`src/rtl/nibble_serial_alu.sv`:
```
// Nibble-serial WIDTH-bit ALU: one 4-bit carry-lookahead slice is reused for NIB
// cycles, rippling the carry through a register between nibbles.

module four_bits_CLA (
    input  logic [3:0] ain,
    input  logic [3:0] bin,
    input  logic       cin,
    output logic [3:0] sout,
    output logic       cout,
    output logic       p,
    output logic [3:0] andout,
    output logic [3:0] orout,
    output logic [3:0] xorout
);
    logic [3:0] g;
    logic [3:0] pp;
    logic [4:0] c;

    assign g  = ain & bin;
    assign pp = ain ^ bin;

    // Carries are computed in parallel from generate/propagate terms.
    assign c[0] = cin;
    assign c[1] = g[0] | (pp[0] & cin);
    assign c[2] = g[1] | (pp[1] & g[0]) | (pp[1] & pp[0] & cin);
    assign c[3] = g[2] | (pp[2] & g[1]) | (pp[2] & pp[1] & g[0])
                | (pp[2] & pp[1] & pp[0] & cin);
    assign c[4] = g[3] | (pp[3] & g[2]) | (pp[3] & pp[2] & g[1])
                | (pp[3] & pp[2] & pp[1] & g[0])
                | (pp[3] & pp[2] & pp[1] & pp[0] & cin);

    assign sout   = pp ^ c[3:0];
    assign cout   = c[4];
    assign p      = &pp;
    assign andout = g;
    assign orout  = ain | bin;
    assign xorout = pp;
endmodule

module nibble_serial_alu #(
    parameter int WIDTH = 32
) (
    input  logic             clk,
    input  logic             rst_n,
    input  logic             start,
    input  logic [2:0]       op,
    input  logic [WIDTH-1:0] a,
    input  logic [WIDTH-1:0] b,
    output logic             busy,
    output logic             done,
    output logic [WIDTH-1:0] result,
    output logic             carry,
    output logic             overflow,
    output logic             zero
);
    localparam int NIB = WIDTH / 4;
    localparam int CW  = (NIB > 1) ? $clog2(NIB) : 1;
    localparam int IW  = CW + 2;

    if ((WIDTH % 4) != 0 || WIDTH < 8) begin : g_bad_width
        $error("nibble_serial_alu: WIDTH must be a multiple of 4 and at least 8");
    end

    typedef enum logic [2:0] {
        OP_ADD = 3'b000,
        OP_SUB = 3'b001,
        OP_AND = 3'b010,
        OP_OR  = 3'b011,
        OP_XOR = 3'b100
    } op_e;

    typedef enum logic [1:0] {
        S_IDLE = 2'b00,
        S_RUN  = 2'b01,
        S_DONE = 2'b10
    } state_e;

    state_e           state;
    state_e           state_nxt;

    logic [WIDTH-1:0] a_q;
    logic [WIDTH-1:0] b_q;
    logic [2:0]       op_q;
    logic [CW-1:0]    cnt;
    logic             cy_q;

    logic             accept;
    logic             last_nib;
    logic             is_arith;
    logic             is_sub;
    logic [IW-1:0]    bit_idx;
    logic [3:0]       a_nib;
    logic [3:0]       b_nib;
    logic [3:0]       slice_sum;
    logic             slice_cout;
    logic             slice_p_unused;
    logic [3:0]       slice_and;
    logic [3:0]       slice_or;
    logic [3:0]       slice_xor;
    logic [3:0]       nib_res;
    logic [WIDTH-1:0] result_nxt;
    logic             ovf_nxt;

    assign accept   = start && (state != S_RUN);
    assign last_nib = (cnt == CW'(NIB - 1));
    assign is_sub   = (op_q == OP_SUB);
    assign is_arith = (op_q == OP_ADD) || is_sub;
    assign bit_idx  = {cnt, 2'b00};
    assign a_nib    = a_q[bit_idx +: 4];
    assign b_nib    = is_sub ? ~b_q[bit_idx +: 4] : b_q[bit_idx +: 4];

    four_bits_CLA u_slice (
        .ain    (a_nib),
        .bin    (b_nib),
        .cin    (cy_q),
        .sout   (slice_sum),
        .cout   (slice_cout),
        .p      (slice_p_unused),
        .andout (slice_and),
        .orout  (slice_or),
        .xorout (slice_xor)
    );

    always_comb begin
        nib_res = 4'b0000;
        case (op_q)
            OP_ADD, OP_SUB: nib_res = slice_sum;
            OP_AND:         nib_res = slice_and;
            OP_OR:          nib_res = slice_or;
            OP_XOR:         nib_res = slice_xor;
            default:        nib_res = 4'b0000;
        endcase
    end

    always_comb begin
        result_nxt                = result;
        result_nxt[bit_idx +: 4]  = nib_res;
    end

    // Signed overflow from the top nibble: equal operand signs, differing sum sign.
    assign ovf_nxt = is_arith & (a_nib[3] ~^ b_nib[3]) & (a_nib[3] ^ slice_sum[3]);

    // NOTE: state and datapath registers use non-blocking assignments so every
    // flop samples pre-edge values regardless of process ordering.
    always_ff @(posedge clk or negedge rst_n) begin
        if (!rst_n) begin
            state <= S_IDLE;
        end else begin
            state <= state_nxt;
        end
    end

    always_comb begin
        state_nxt = state;
        case (state)
            S_IDLE:  state_nxt = start ? S_RUN : S_IDLE;
            S_RUN:   state_nxt = last_nib ? S_DONE : S_RUN;
            S_DONE:  state_nxt = start ? S_RUN : S_IDLE;
            default: state_nxt = S_IDLE;
        endcase
    end

    always_comb begin
        busy = 1'b0;
        done = 1'b0;
        case (state)
            S_RUN:   busy = 1'b1;
            S_DONE:  done = 1'b1;
            default: ;
        endcase
    end

    // NOTE: the operand capture registers are reset too; they are a handful of
    // flops, not a memory array, and this keeps post-reset state deterministic.
    always_ff @(posedge clk or negedge rst_n) begin
        if (!rst_n) begin
            a_q      <= '0;
            b_q      <= '0;
            op_q     <= 3'b000;
            cnt      <= '0;
            cy_q     <= 1'b0;
            result   <= '0;
            carry    <= 1'b0;
            overflow <= 1'b0;
            zero     <= 1'b0;
        end else if (accept) begin
            a_q  <= a;
            b_q  <= b;
            op_q <= op;
            cnt  <= '0;
            cy_q <= (op == OP_SUB);
        end else if (state == S_RUN) begin
            result <= result_nxt;
            cy_q   <= slice_cout;
            cnt    <= cnt + CW'(1);
            if (last_nib) begin
                carry    <= is_arith & slice_cout;
                overflow <= ovf_nxt;
                zero     <= (result_nxt == '0);
            end
        end
    end
endmodule

```
`config.mk`:
```
export PLATFORM = sky130hd
export DESIGN_NAME = nibble_serial_alu
export DESIGN_NICKNAME = d
export VERILOG_FILES = /design/src/rtl/nibble_serial_alu.sv
export SDC_FILE = /design/constraint.sdc
export NUM_CORES = 1
export LEC_CHECK = 0
export BUFFER_PORTS_ARGS = -buffer_cell sky130_fd_sc_hd__clkbuf_2
export CAP_MARGIN = 25
export CORE_ASPECT_RATIO = 1.2
export CORE_MARGIN = 8
export CORE_UTILIZATION = 33
export CTS_CLUSTER_SIZE = 40
export DETAILED_ROUTE_END_ITERATION = 8
export SLEW_MARGIN = 20
export SYNTH_ARGS = -nofsm -noshare
export SYNTH_HDL_FRONTEND = slang
export SYNTH_SLANG_ARGS = --single-unit
```
`constraint.sdc`:
```
create_clock -name clk -period 9.1 [get_ports clk]
set_input_delay 0 -clock clk [delete_from_list [all_inputs] [get_ports clk]]
set_output_delay 0 -clock clk [all_outputs]
set_load 0.02 [all_outputs]
```
### Word level (Yosys, flattened, before mapping)

Index checks and enable logic that the tools add are counted.
Widths: inputs -> output; s select.

| storage, ports and cells | value |
|---|---|
| register bits | 108 |
| latch bits | 0 |
| memory bits (writable) | 0 |
| bits in read-only memories | 0 |
| input port bits | 70 |
| output and inout bits | 37 |
| logic and storage cells | 84 |
| memories | 0 |

| operators by class | value |
|---|---|
| add/subtract/negate cells | 2 |
| $mul | 0 |
| divide/modulo/power cells | 0 |
| $lt $le $gt $ge | 0 |
| equal/unequal tests | 9 |
| shift operators | 4 |
| multiplexer cells | 12 |
| bitwise gates (word level) | 37 |
| reductions and logical operators | 10 |

Operators with widths:

| kind | count |
|---|---|
| $shiftx 32x6->4 | 2 |
| $bwmux 32 | 1 |
| $logic_not 32->1 | 1 |
| $shift 4x7->32 const A | 1 |
| $shiftx 4x7->32 | 1 |
| $and 1x1->1 | 19 |
| $pmux 4 s4 | 1 |
| $or 1x1->1 | 10 |
| $xor 4x4->4 | 2 |
| $neg 5->7 | 1 |
| $eq 3x1->1 const B | 2 |
| $eq 3x2->1 const B | 2 |
| $eq 3x3->1 const B | 2 |
| $mux 3 | 2 |
| $mux 1 | 5 |
| $and 4x4->4 | 1 |
| $mux 4 | 1 |
| $not 4->4 | 1 |
| $or 4x4->4 | 1 |
| $pmux 2 s2 | 1 |
| $reduce_or 2->1 | 2 |
| $add 3x1->3 const B | 1 |
| $logic_not 3->1 | 1 |
| $reduce_and 3->1 | 1 |
| 12 further kinds | 12 |

### Depth between registers and ports, before layout

| depth | value |
|---|---|
| depth after elaboration | 13 |
| depth in mapped cells | 13 |
| gate-level depth less buffers | 11 |

### Hierarchy

From an unflattened synthesis, not the netlist that was laid out.

| second synthesis, totals | value |
|---|---|
| cell total of the unflattened synthesis | 460 |
| area, all modules | 5661.7 sq um |

By module, submodules not included:

| module | instances | cells each | area an instance (sq um) | seq. area each (sq um) |
|---|---|---|---|---|
| nibble_serial_alu | 1 | 422 | 5376.4 | 2702.6 |
| four_bits_CLA | 1 | 38 | 285.3 | 0.0 |

### Worst setup path after synthesis

No wires, ideal clock.

| timing | value |
|---|---|
| path type | register to register |
| start point | reg cnt[0] |
| end point | reg zero |
| library setup time | 128 ps |
| arrival | 3051 ps |
| required time | 8972 ps |
| setup slack | 5921 ps |
| stages on the path, launching flop included | 14 |
| buffers on the path | 2 |
| period minus slack after synthesis | 3179 ps |
| cell sequence | dfrtp_1 > buf_4 > buf_6 > mux4_2 > mux2i_1 > xnor2_1 > inv_1 > ha_1 > and4_4 > a211o_1 > o21ai_1 > a21oi_4 > o2111ai_1 > o31ai_2 |

| on the way | value |
|---|---|
| word-level cells in the longest chain between the ends | 13 |
| elaborated cells between the ends (all ways) | 31 |
| those cells by class | 1 x add/sub; 1 x eq/ne; 4 x shift; 3 x mux; 20 x bitwise; 2 x reduce/logical |

Ends and longest elaborated chain:

| element | RTL line | text |
|---|---|---|
| from (decl) | 84 | `logic [CW-1:0] cnt;` |
| from (signal assigned) | 195 | `cnt <= cnt + CW'(1);` |
| $shiftx 32x6->4 | 110 | `assign b_nib = is_sub ? ~b_q[bit_idx +: 4] : b_q[bit_idx +: 4];` |
| $not 4->4 | 110 |  |
| $mux 4 | 110 |  |
| $xor 4x4->4 / $and 4x4->4 (equally long branches) | 20, 19 |  |
| $and 1x1->1, on equally long branches | 26, 27 |  |
| $or 1x1->1 (tied with other cells) | 26 | `assign c[3] = g[2] \| (pp[2] & g[1]) \| (pp[2] & pp[1] & g[0])` |
| $or 1x1->1 / $and 1x1->1 (equally long branches) | 26, 27 |  |
| $or 1x1->1 | 27 | `\| (pp[2] & pp[1] & pp[0] & cin);` |
| $xor 4x4->4 | 32 | `assign sout = pp ^ c[3:0];` |
| $pmux 4 s4 | 126 | `case (op_q)` |
| $shiftx 4x7->32 | 137 | `result_nxt[bit_idx +: 4] = nib_res;` |
| $bwmux 32 | 137 |  |
| $logic_not 32->1 | 199 | `zero <= (result_nxt == '0);` |
| to (signal assigned) | 199 |  |
| to (decl) | 54 | `output logic zero` |

Parallel ways exist; a longest one is shown, timed or not.
A chain may end at the register's enable or synchronous reset.

### Final worst setup path

Same ends and word-level chain as after synthesis.

==> impl_metrics.toml <==
[clocking]
path_clk_slew_ps = 70
cts-root-buf = "clkbuf_16"
cts_setup_buffers = 0
cts_tree = "done"
clkSinkCount = 108
htreeDepth = 3
cts-buffers-inserted = 9
insertion_delay_ps = 350
cts_buffer_depth = 2

[setup_path]
worstSetupPathType = "flop to flop"
cp-end-kind = "flop"
worst-r2r-setup-slack_ps = 5330
cpPeakStageDelay_ps = 570
crit_fanout = 17
r2r-end = "zero$_DFFE_PN0P_"
cp_num_buf_inv = 2
r2r_cells = 12
critPathSlowestCell = "dfrtp_1"
start_kind = "flop"
worstPathArrival_ps = 4010
critical_path_required_ps = 9340
crit_end = "zero$_DFFE_PN0P_"
timing.rr.start = "cnt[0]$_DFFE_PN0P_"
crit_cells = 12
cp_top_family = "compound AO/OA/AOI/OAI gates"
cp_cell_sequence = "buf_4, mux4_2, mux2i_1, xnor2_1, inv_1, fa_1, xor2_1, a2bb2oi_1, o22ai_1, o21ai_0, nand4_1, o31ai_2"
crit_path_start = "cnt[0]$_DFFE_PN0P_"

[logic_synthesis]
yosysMostFrequentCell = "dfrtp_1"
ys_seq_elements = 108
synth_area_leaders = "dfrtp_1 (49%), mux2_2 (15%), mux4_2 (6.5%)"
synth.yosys.warnings = 0
synth_nets = 549
synth_edf_count = 0
synth-seq-area-share_pct = 48.6
synthFlopType = "dfrtp_1"
synth_cell_types = 60
synth_common_cells = "dfrtp_1 (108), mux2_2 (74), nand2_1 (59), o21ai_0 (21), inv_1 (17)"
netlist_area_um2 = 5560
synth_cells = 462
postSynthAreaPerCell_um2 = 12.0
netlist.area_leader.share_pct = 48.6
async_flop_share_pct = 100
synth_top_area_cell = "dfrtp_1"

[sta]
hold_violations = 0
fin_crit_sh_pct = 41.4
holdWs_ps = 209
min_period_ps = 3770
maxSlewViolCount = 0
finalSetupTns_ps = 0
rsz0062_at_grt = "no"
clock_skew_ps = 12.5
finalSetupViolations = 0
worstMarginPinSlew_ps = 841
max_freq_mhz = 265
slew_headroom_pct = 44.0

[grt]
grt_pass1_vias = 4578
gr-total-overflow = 0
grt_pass1_wl_um = 23200
grt_use_total_pct = 13.7
grt_start_max_net_pins = 68
antenna_found_initial = 0

[route]
via_per_inst = 4.92
drtPass1Iterations = 4
ant_nets = 0
drtIter0Drc = 249
drt-total-wl_um = 14100
route.detailed.drc = 0
vias = 4207
wl_per_cell_um = 16.4

[power]
p_leak_nw = 3.29
ir_drop_v = 0.000145
p_per_area_nw_per_um2 = 411

[floorplan]
rows = 52
start_util_pct = 33.4
die_y_um = 158
die-area_um2 = 21300
io_pins = 107
die_w_um = 134
core_um2 = 16700

[placement]
dp_cells = 769
port_buffers = 106
gp_congestion = 0.871
dp_hpwl_um = 10500
post_dp_cell_area_um2 = 6270

[final_layout]
post-route-util_pct = 43.7
drive_above_1_share_pct = 35.4
finalNonFillerCells = 855
stdcell_area_um2 = 7280
nets = 721
diodes = 0
syn2layout_area_growth_pct = 30.9

[outcome]
status = "completed"

[flow_run]
max_cap_violations = 0

[worst_hold_path]
min_path_type = "input port to asynchronous set/reset pin"
how the worst min path moves through the flow:
stage | end | slack, ps | start | cells after the start
6_report | result[21]$_DFFE_PN0P_ | 210 | rst_n | 2
5_1_grt | result[21]$_DFFE_PN0P_ | 280 | rst_n | 2
4_1_cts | result[21]$_DFFE_PN0P_ | 240 | rst_n | 2
3_5_place_dp | result[21]$_DFFE_PN0P_ | 70 | rst_n | 1
3_3_place_gp | result[21]$_DFFE_PN0P_ | 60 | rst_n | 1
2_1_floorplan | a_q[0]$_DFFE_PN0P_ | -300 | rst_n | 0
state kept, by name (all words and copies together), names as in the netlist:
| signal | count |
|---|---|
| b_q | 32 |
| zero | 1 |
| a_q | 32 |
| result | 32 |
| cy_q | 1 |
| state | 2 |
| carry | 1 |
| overflow | 1 |
| cnt | 3 |
| op_q | 3 |
report_power, final:
part / switching (mW) / leakage, nW / internal (mW)
clock: 0.172 / 0.144 / 0.222
sequential: 0.170 / 1.34 / 0.700
combinational: 0.943 / 1.81 / 0.785
kinds of logic (layout without fill, tap and decap cells):
family	Yosys count	after routing	synth area share, %
XOR/XNOR	7	7	1.10
flip-flops	108	108	48.6
AND/OR/NAND/NOR	124	124	11.0
multiplexers	97	97	23.0
adder cells (fa/ha/maj)	17	17	3.96
buffers and inverters	37	214	3.49
AO/OA/AOI/OAI	72	72	8.91
worst reg2reg max path, stage by stage, from the launching register on:
cell and delay (ps):
dfrtp_1 570, buf_4 390, mux4_2 560, mux2i_1 170
xnor2_1 180, inv_1 110, fa_1 390, xor2_1 150
a2bb2oi_1 130, o22ai_1 550, o21ai_0 210, nand4_1 180
o31ai_2 80
metrics by stage:
step / power (mW) / setup slack, ps
after floorplan: 2.18 / 5920
after global placement: 2.55 / 5380
after detailed placement: 2.59 / 5320
after CTS: 3.02 / 5300
after global routing: 3.25 / 5030
final: 2.99 / 5330
placed cells by master (no fill, tap or decap), types with 2 or more instances in the layout:
cell type      synthesis  layout
xnor2_1                6       6
a31oi_1                3       3
a22o_1                 2       2
nand2b_1               4       4
nor3_1                 7       7
o21ai_1                6       6
mux4_2                16      16
a21oi_1                5       5
nand2_1               59      58
nand4_1                3       3
clkbuf_2               0     105
and2_1                 3       3
clkbuf_16              0       9
nor2b_1                8       8
ha_1                  16      16
o2111ai_1              2       2
nand3_1               12      12
buf_4                  3       4
inv_1                 17      17
a32oi_1                2       2
mux2_2                74      74
nor2_1                11      11
clkbuf_1               1       3
dlygate4sd3_1          0      69
o22ai_1                5       5
o31ai_1               10      10
dfrtp_1              108     108
nor4_1                 5       5
mux2i_1                6       6
o21ai_0               21      21
clkinv_2               1       2
nor3b_1                3       3
per-layer routing:
layer	part of all wire, %	GRT usage [%]	vias to the layer above
met5	0	0	-
met3	3.8	2.79	18
met4	1.8	4.98	0
met2	53	24.5	120
li1	-	-	2025
met1	42	15.7	2044
final cells by class:
| type | count | area, µm² |
|---|---|---|
| Clock inverter | 3 | 43.8 |
| Sequential cell | 108 | 2700 |
| Inverter | 19 | 72.6 |
| Fill cell | 1586 | 9380 |
| Multi-Input combinational cell | 317 | 2670 |
| Clock buffer | 13 | 250 |
| Timing Repair Buffer | 179 | 1270 |
| Tap cell | 216 | 270 |
timing repair:
item                                   4_1_cts  5_1_grt
endpoints found under the hold margin      121        0
resized for setup                            0        0
hold buffers                                69        0
No activity file was read; power rests on OpenSTA's default activity.
